File: config.mk
export PLATFORM = sky130hd
export DESIGN_NAME = instruction_fetch_unit
export DESIGN_NICKNAME = d
export VERILOG_FILES = /design/src/rtl/instruction_fetch_unit.sv
export SDC_FILE = /design/constraint.sdc
export NUM_CORES = 1
export LEC_CHECK = 0
export BUFFER_PORTS_ARGS = -buffer_cell sky130_fd_sc_hd__buf_2
export CAP_MARGIN = 20
export CELL_PAD_IN_SITES_DETAIL_PLACEMENT = 2
export CELL_PAD_IN_SITES_GLOBAL_PLACEMENT = 2
export CORE_UTILIZATION = 28
export CTS_BUF_LIST = sky130_fd_sc_hd__clkbuf_4 sky130_fd_sc_hd__clkbuf_8 sky130_fd_sc_hd__clkbuf_16
export CTS_CLUSTER_DIAMETER = 40
export CTS_CLUSTER_SIZE = 20
export DETAILED_ROUTE_END_ITERATION = 12
export HOLD_SLACK_MARGIN = 0.12
export PLACE_DENSITY_LB_ADDON = 0.1
export SETUP_SLACK_MARGIN = 0.3
export SLEW_MARGIN = 30
export SYNTH_ARGS = -nofsm -noshare
export SYNTH_HDL_FRONTEND = slang
export SYNTH_SLANG_ARGS = --single-unit
File: constraint.sdc
create_clock -name clk -period 1.9 [get_ports clk]
set_clock_uncertainty 0.2 [all_clocks]
set_input_delay 0.095 -clock clk [delete_from_list [all_inputs] [get_ports clk]]
set_output_delay 0.095 -clock clk [all_outputs]
set_load 0.005 [all_outputs]
File: src/rtl/instruction_fetch_unit.sv
// Instruction fetch unit: owns the PC, issues one-cycle reads to instruction_ram and
// hands each captured word to the control unit over a valid/ready handshake.
module instruction_fetch_unit #(
    parameter int                           ADDRESS_BUS_WIDTH = 10,
    parameter int                           INSTRUCTION_WIDTH = 19,
    parameter logic [ADDRESS_BUS_WIDTH-1:0] RESET_ADDRESS     = 10'h200,
    parameter int                           PC_STEP           = 4
) (
    input  logic                         clk,
    input  logic                         reset_n,
    input  logic                         fetch_enable,
    output logic [ADDRESS_BUS_WIDTH-1:0] mem_address,
    output logic                         mem_read,
    output logic                         mem_write,
    input  logic [INSTRUCTION_WIDTH-1:0] mem_data,
    output logic [INSTRUCTION_WIDTH-1:0] instr,
    output logic [ADDRESS_BUS_WIDTH-1:0] instr_pc,
    output logic                         instr_valid,
    input  logic                         instr_ready,
    input  logic                         redirect_valid,
    input  logic [ADDRESS_BUS_WIDTH-1:0] redirect_addr
);
    localparam int AW = ADDRESS_BUS_WIDTH;

    typedef enum logic [1:0] {IDLE, FETCH, CAPTURE, VALID} state_t;

    state_t        state;
    logic [AW-1:0] pc;
    logic [AW-1:0] pc_seq;
    logic [AW-1:0] redirect_tgt;

    assign mem_write    = 1'b0;
    assign pc_seq       = pc + AW'(PC_STEP);            // wraps modulo 2^AW
    assign redirect_tgt = redirect_addr & ~AW'(3);      // word-align the target

    always_ff @(posedge clk or negedge reset_n) begin
        if (!reset_n) begin
            state       <= IDLE;
            pc          <= RESET_ADDRESS;
            mem_address <= RESET_ADDRESS;
            mem_read    <= 1'b0;
            instr       <= '0;
            instr_pc    <= '0;
            instr_valid <= 1'b0;
        end else begin
            mem_read <= 1'b0;
            if (state != IDLE && redirect_valid) begin
                // A stale read in flight is dropped simply by never entering
                // CAPTURE for it: the new FETCH overwrites the request.
                pc          <= redirect_tgt;
                mem_address <= redirect_tgt;
                mem_read    <= 1'b1;
                instr_valid <= 1'b0;
                state       <= FETCH;
            end else begin
                case (state)
                    IDLE: begin
                        if (redirect_valid) begin
                            pc <= redirect_tgt;
                        end else if (fetch_enable) begin
                            mem_address <= pc;
                            mem_read    <= 1'b1;
                            state       <= FETCH;
                        end
                    end
                    FETCH: state <= CAPTURE;
                    CAPTURE: begin
                        instr       <= mem_data;
                        instr_pc    <= pc;
                        instr_valid <= 1'b1;
                        state       <= VALID;
                    end
                    VALID: begin
                        if (instr_ready) begin
                            instr_valid <= 1'b0;
                            pc          <= pc_seq;
                            if (fetch_enable) begin
                                mem_address <= pc_seq;
                                mem_read    <= 1'b1;
                                state       <= FETCH;
                            end else begin
                                state <= IDLE;
                            end
                        end
                    end
                endcase
            end
        end
    end
endmodule

==> key figures, run 1 <==
GRT
  – Number of global-route vias before repair: 2,230
  – Total Routing Usage GR: 17.59%
  – First-pass GRT wire length: 11.91 mm
  – Initial antenna violation count: 0
  – Final global-route overflow total: 0
  – Largest net degree at the start of global routing: 49

CTS
  – Deepest level of the CTS H-tree: 2
  – Clk sinks: 48
  – Clk slew on worst S/H paths: 0.10 ns
  – CTS tree: done
  – Number of CTS-inserted buffers: 5
  – Clock buffer depth: 2
  – Skew-Pair Late Insertion Delay: 0.31 ns
  – Root buf cell: clkbuf_8

STA
  – Final Max Slew Viols: 0
  – Final hold vios: 0
  – Period utilization: 93.44%
  – RSZ-0062 raised after global routing: true
  – # setup viols final: 0
  – Fmax: 563.2 MHz
  – Tmin final: 1.775 ns

Logic synthesis
  – Synth Cell Area: 0.002410 sq mm
  – Most used DFF post-synth: dfrtp_1
  – Register bit count reported by yosys: 48
  – Seq/Total Area, Yosys: 49.95%
  – Mean post-synth cell area: 11.16 sq um
  – Cells after Synth: 216
  – Netlist cell types: 44
  – Async set-reset flop share out of synthesis: 100.0%
  – Yosys warns: 0
  – EDFF count, synth: 0

Worst setup path
  – CP required: 1.90 ns
  – Crit path DAT: 1.77 ns
  – CP cell instances: inv_2 -> ha_4 -> nand2b_4 -> and2_4 -> buf_4 -> o21ai_2 -> a2bb2oi_2
  – Crit-path max FO: 5
  – CP startpoint kind: register
  – CP peak stage delay: 0.42 ns
  – Setup Crit Path Kind: reg -> reg
  – CP max-delay cell: dfrtp_2
  – Worst setup EP type: register

Drt
  – DR iter-0 viols: 50
  – Vias: 2,072
  – Wirelength per Cell: 16.98 um
  – DRC viols: 0
  – Vias per cell: 4.688
  – WL final: 7.506 mm
  – Pre-antenna DRT Iters: 4
  – ANT nets after route: 0

Outcome
  – Status: finished clean

Cells and area
  – Antenna cells: 0
  – Area growth, synth to finish: 53.27%
  – Final net count: 374
  – Share of layout cells above drive strength 1: 51.34%
  – Post-Layout Cell Count: 442
  – Final Cell Area: 0.003694 sq mm

Die
  – Die X: 94.77 um
  – Initial Utilization: 29.18%
  – Core area: 0.008258 sq mm
  – Die Area: 0.008981 sq mm
  – Height of the chip: 94.77 um
  – I/O pins: 76
  – Row count: 33

Power
  – Largest vdd supply drop: 0.0004532 V
  – Power Density: 1486 mW/mm^2
  – Leak pwr: 1.726 nW

Place
  – IO Port Bufs: 70
  – Routability Congestion: 0.7699
  – Placed Instance Area: 0.003057 sq mm
  – Placed insts: 399
  – DP Wirelength: 4.822 mm

Job
  – Max_cap viols: 0

Min path
  – Worst hold path class: in -> async
cell usage in the layout, fill, tap and decap left out, drive strengths merged, types with 2 or more instances in the layout:
| master | count |
|---|---|
| xnor2 | 3 |
| ha | 4 |
| mux2 | 27 |
| inv | 7 |
| nand2b | 4 |
| xor2 | 3 |
| nand2 | 18 |
| and2 | 3 |
| nor2 | 6 |
| o211ai | 3 |
| conb | 3 |
| clkbuf | 6 |
| mux2i | 3 |
| and3 | 3 |
| buf | 97 |
| dfstp | 2 |
| dfrtp | 46 |
| nand3 | 12 |
| o21ai | 17 |
| a22oi | 3 |
| nand4 | 6 |
| a21oi | 10 |
| dlygate4sd3 | 30 |
| o22ai | 3 |
| a2bb2oi | 4 |
final cells by class:
| type | count | area [sq um] |
|---|---|---|
| Multi-Input combinational cell | 147 | 1310 |
| Sequential cell | 48 | 1207 |
| Tap cell | 105 | 131.4 |
| Clock buffer | 6 | 82.58 |
| Inverter | 7 | 26.28 |
| Timing Repair Buffer | 127 | 897.1 |
| Fill cell | 878 | 4564 |
| Clock inverter | 2 | 38.79 |
registers in the layout, summed over array words and instances (netlist names):
| signal | cells |
|---|---|
| mem_read | 1 |
| instr | 19 |
| pc | 8 |
| instr_pc | 8 |
| instr_valid | 1 |
| state | 2 |
| mem_address | 9 |
final timing paths:
path                                start             end  slack [ns]  depth (start not counted)
max reg2reg                      state[0]           pc[5]        0.12                          7
min reg2reg                   instr_pc[6]     instr_pc[6]        0.30                          2
max in group asynchronous         reset_n  mem_address[9]        1.10                          3
max                              state[0]           pc[5]        0.12                          7
min                               reset_n        instr[9]        0.11                          3
min in group clk           redirect_valid  mem_address[7]        0.16                          4
timing repair:
| action | CTS | global route |
|---|---|---|
| hold endpoints to repair | 87 | 0 |
| resized for setup | 20 | 29 |
| setup endpoints to repair | 46 | 48 |
| cloned | 3 | 0 |
| pin swaps | 5 | 8 |
| hold buffers | 30 | 0 |
| buffers inserted | 0 | 2 |
logic make-up (layout without fill, tap and decap cells):
family,Yosys count,in the layout,synth area share (%)
and+or+nand+nor,52,55,11.32
AOI/OAI and AO/OA,49,49,13.50
DFF,48,48,49.95
muxes,30,30,13.86
buffers and inverters,26,142,6.957
xor gates and xnor gates,6,6,2.181
adders and majority gates,4,4,2.077
other,1,3,0.1556
layer usage:
| layer | GRT usage (%) | wire, um |
|---|---|---|
| met1 | 22.78 | 3504 |
| met2 | 30.46 | 3658 |
| met3 | 3.382 | 285 |
| met4 | 3.409 | 57 |
| met5 | 0 | 0 |
critical path, delay by kind of cell (launching register included):
kind	cells	cell delay (ns)
flip-flops	1	0.42
buffers and inverters	2	0.21
adder cells (fa/ha/maj)	1	0.18
AND/OR/NAND/NOR	2	0.46
AO/OA/AOI/OAI	2	0.20
synthesized netlist by cell type (2+ instances only):
library cell  instances  area share (%)
nand4_1               6             1.6
o21ai_0              16             3.3
dfrtp_1              46              48
xnor2_1               3             1.1
buf_6                 5             2.3
a21oi_1               9             1.9
mux2i_1               3             1.2
nand3_1              12             2.5
and3_1                3            0.78
o211ai_1              3            0.93
buf_4                 7             2.2
nand2_1              16             2.5
inv_1                 7             1.1
dfstp_2               2             2.2
nand2b_1              2            0.52
a22oi_1               3            0.93
xor2_1                3             1.1
nor2_1                6            0.93
clkbuf_1              2            0.31
a2bb2oi_1             3             1.1
o22ai_1               3            0.78
buf_2                 5             1.0
mux2_2               27              13
ha_1                  4             2.1
power breakdown:
| part | total (mW) | internal [mW] | switching [mW] |
|---|---|---|---|
| Combinational | 2.79 | 1.55 | 1.24 |
| Sequential | 1.89 | 1.54 | 0.356 |
| Clock | 0.807 | 0.431 | 0.376 |
| Total | 5.49 | 3.52 | 1.97 |
metrics by stage:
step                hold slack, ns  power [mW]  setup TNS, ns  util, %  setup WS, ns
floorplan                  -0.4006       3.355              0        -       0.04463
global placement          -0.08971       4.221              0    37.02       0.04092
detailed placement        -0.08780       4.307       -0.01716    37.02     -0.009825
CTS                         0.1207       5.367              0    43.50        0.1187
global route                0.1202       5.895              0    44.73       0.07384
finish                      0.1077       5.489              0    44.73        0.1246
Note: power is estimated with default switching activity, not from simulation.
==> run 2, diff against run 1 <==
Settings changed: BUFFER_PORTS_ARGS -buffer_cell sky130_fd_sc_hd__buf_2 to default, CORE_UTILIZATION 28 to 35, DONT_BUFFER_PORTS from default to 1.
==> run 2 against run 1 <==
Compared with the run above:
- routed wire length rose by 13%
- worst hold slack lost 0.25 ns
- the run now ends with DRC, hold timing left
- clock power grew 14%
- clock-buffer cell count decreased by 1
- non-clock buffer count fell by 62
- cell area decreased by 2.4%
- global-route usage is 4.7 points higher
==> key figures, run 2 (same netlist as run 1, synthesis figures left out) <==
Outcome
  – Status: finished, violations left (was finished clean)
  – Violated checks: DRC, hold timing

Cells and area
  – Fin util: 55.48% (was 44.73%)
  – Largest Register: instr (unchanged)
  – Fillcell total: 594 (was 878)
  – Final net count: 312 (was 374)
  – Most frequent cells in the layout: dfrtp_1 (42), dlygate4sd3_1 (32), mux2_4 (19), buf_4 (19), nand2_1 (13) (was buf_2 (70), dfrtp_1 (43), dlygate4sd3_1 (30))
  – Share of layout cells above drive strength 1: 44.36% (was 51.34%)
  – Commonest non-fill, non-tap cell in the layout: dfrtp_1 (was buf_2)
  – Antenna cells: 0 (unchanged)
  – Largest regs: instr: 19 flops, mem_address: 9 flops (unchanged)
  – Number of flip-flops in the largest register: 19 (unchanged)
  – Post-Layout Cell Count: 352 (was 442)
  – Register area: 0.001209 sq mm (was 0.001207 sq mm)
  – Final Cell Area: 0.003603 sq mm (was 0.003694 sq mm)
  – Multi-input gate area: 0.001460 sq mm (was 0.001310 sq mm)
  – Area growth, synth to finish: 49.53% (was 53.27%)

Drt
  – WL final: 8.489 mm (was 7.506 mm)
  – Vias: 1,994 (was 2,072)
  – ANT nets after route: 0 (unchanged)
  – DR iter-0 viols: 85 (was 50)
  – Vias per cell: 5.665 (was 4.688)
  – Pre-antenna DRT Iters: 8 (was 4)
  – Wirelength per Cell: 24.12 um (was 16.98 um)
  – DRC viols: 9 (was 0)

STA
  – Setup ws final: 0.04114 ns (was 0.1246 ns)
  – Period utilization: 97.83% (was 93.44%)
  – # setup viols final: 0 (unchanged)
  – Tmin final: 1.859 ns (was 1.775 ns)
  – Worst relative slew slack: 58.31%
  – RSZ-0062 raised after global routing: true (unchanged)
  – Hold Worst Slack: -0.1417 ns (was 0.1077 ns)
  – Final hold vios: 11 (was 0)
  – Fmax: 538.0 MHz (was 563.2 MHz)
  – Final Max Slew Viols: 0 (unchanged)
  – Slew @ Worst Pin: 0.6247 ns

Place
  – Placed Instance Area: 0.002614 sq mm (was 0.003057 sq mm)
  – Placed insts: 295 (was 399)
  – Routability Congestion: 0.7492 (was 0.7699)
  – Place WS: -0.1978 ns (was -0.009825 ns)
  – DP Wirelength: 4.390 mm (was 4.822 mm)
  – IO Port Bufs: 0 (was 70)

Die
  – Core area: 0.006495 sq mm (was 0.008258 sq mm)
  – Row count: 29 (was 33)
  – Initial Utilization: 37.10% (was 29.18%)
  – I/O pins: 76 (unchanged)
  – Die Area: 0.007221 sq mm (was 0.008981 sq mm)
  – Height of the chip: 84.98 um (was 94.77 um)
  – Die X: 84.98 um (was 94.77 um)

Min path
  – Worst hold path class: in -> reg (was in -> async)

CTS
  – Skew-Pair Late Insertion Delay: 0.31 ns (about the same)
  – Clk slew on worst S/H paths: 0.10 ns (about the same)
  – Number of CTS-inserted buffers: 5 (unchanged)
  – Root buf cell: clkbuf_8 (unchanged)
  – Deepest level of the CTS H-tree: 2 (unchanged)
  – Clock buffer depth: 2 (unchanged)
  – Clk sinks: 48 (unchanged)
  – CTS tree: done (unchanged)

GRT
  – Largest net degree at the start of global routing: 49 (unchanged)
  – Number of global-route vias before repair: 2,215 (was 2,230)
  – Initial antenna violation count: 0 (unchanged)
  – Final global-route overflow total: 0 (unchanged)
  – Total Routing Usage GR: 22.34% (was 17.59%)
  – First-pass GRT wire length: 12.25 mm (was 11.91 mm)

Worst setup path
  – Crit-path max FO: 7 (was 5)
  – Setup Crit Path Kind: reg -> reg (unchanged)
  – Crit path DAT: 1.86 ns (was 1.77 ns)
  – CP startpoint kind: register (unchanged)
  – CP required: 1.90 ns (about the same)
  – Worst setup EP type: register (unchanged)

Job
  – Max_cap viols: 0 (unchanged)

Power
  – Largest vdd supply drop: 0.0006985 V (was 0.0004532 V)
  – Power Density: 1599 mW/mm^2 (was 1486 mW/mm^2)
  – Leak pwr: 1.530 nW (was 1.726 nW)
==> run 2: path summary, 6_finish.rpt <==
path                             endpoint  slack [ns]            from  depth (start not counted)
max                                 pc[2]        0.04        state[1]                          7
min                              state[0]       -0.14  redirect_valid                          3
max reg2reg                         pc[2]        0.04        state[1]                          7
min reg2reg                      instr[7]        0.35        instr[7]                          1
max in group asynchronous  mem_address[9]        0.59         reset_n                          3
min in group asynchronous        instr[0]        0.65         reset_n                          3
==> run 2: critical path, cell delays in order (launching register included) <==
cell and delay (ns):
dfrtp_2 0.47, inv_2 0.08, ha_4 0.16, nand2b_4 0.18, and2_4 0.25, buf_6 0.13
o21ai_2 0.05, mux2i_1 0.22
==> run 2: per-stage QoR <==
stage	power [mW]	setup TNS, ns
after global routing	6.069	-0.04674
after global placement	3.750	-0.005629
after floorplan	3.355	0
after detailed placement	3.885	-0.9734
final	5.761	0
after CTS	5.260	0
==> run 2: area by class of cell <==
class	instances	area share (%)
clock buffer	5	1.910
clock inverter	3	1.910
inverter	7	0.7986
multi-input combinational	147	40.52
sequential	48	33.54
tap	77	2.674
timing repair buffer	65	18.65
==> run 2: routing by layer <==
layer / part of all wire, % / vias up / routed length (um) / GRT usage (%)
li1: - / 881 / - / -
met1: 39 / 1028 / 3300 / 26.01
met2: 54 / 71 / 4560 / 41.57
met3: 5.3 / 14 / 446 / 4.961
met4: 2.1 / 0 / 181 / 5.239
met5: 0 / - / 0 / 0
==> run 2: power by group <==
part	switching (mW)	total, mW	internal (mW)
sequential	0.540	2.08	1.54
combinational	1.28	2.76	1.48
clock	0.389	0.919	0.530
==> run 2: timing repair <==
action | CTS | global route
hold endpoints to repair | 92 | 25
buffers inserted | 8 | 5
gates resized for setup | 35 | 44
setup endpoints to repair | 47 | 47
hold buffers | 32 | 1
pin swaps | 6 | 11
gates cloned | 2 | 1
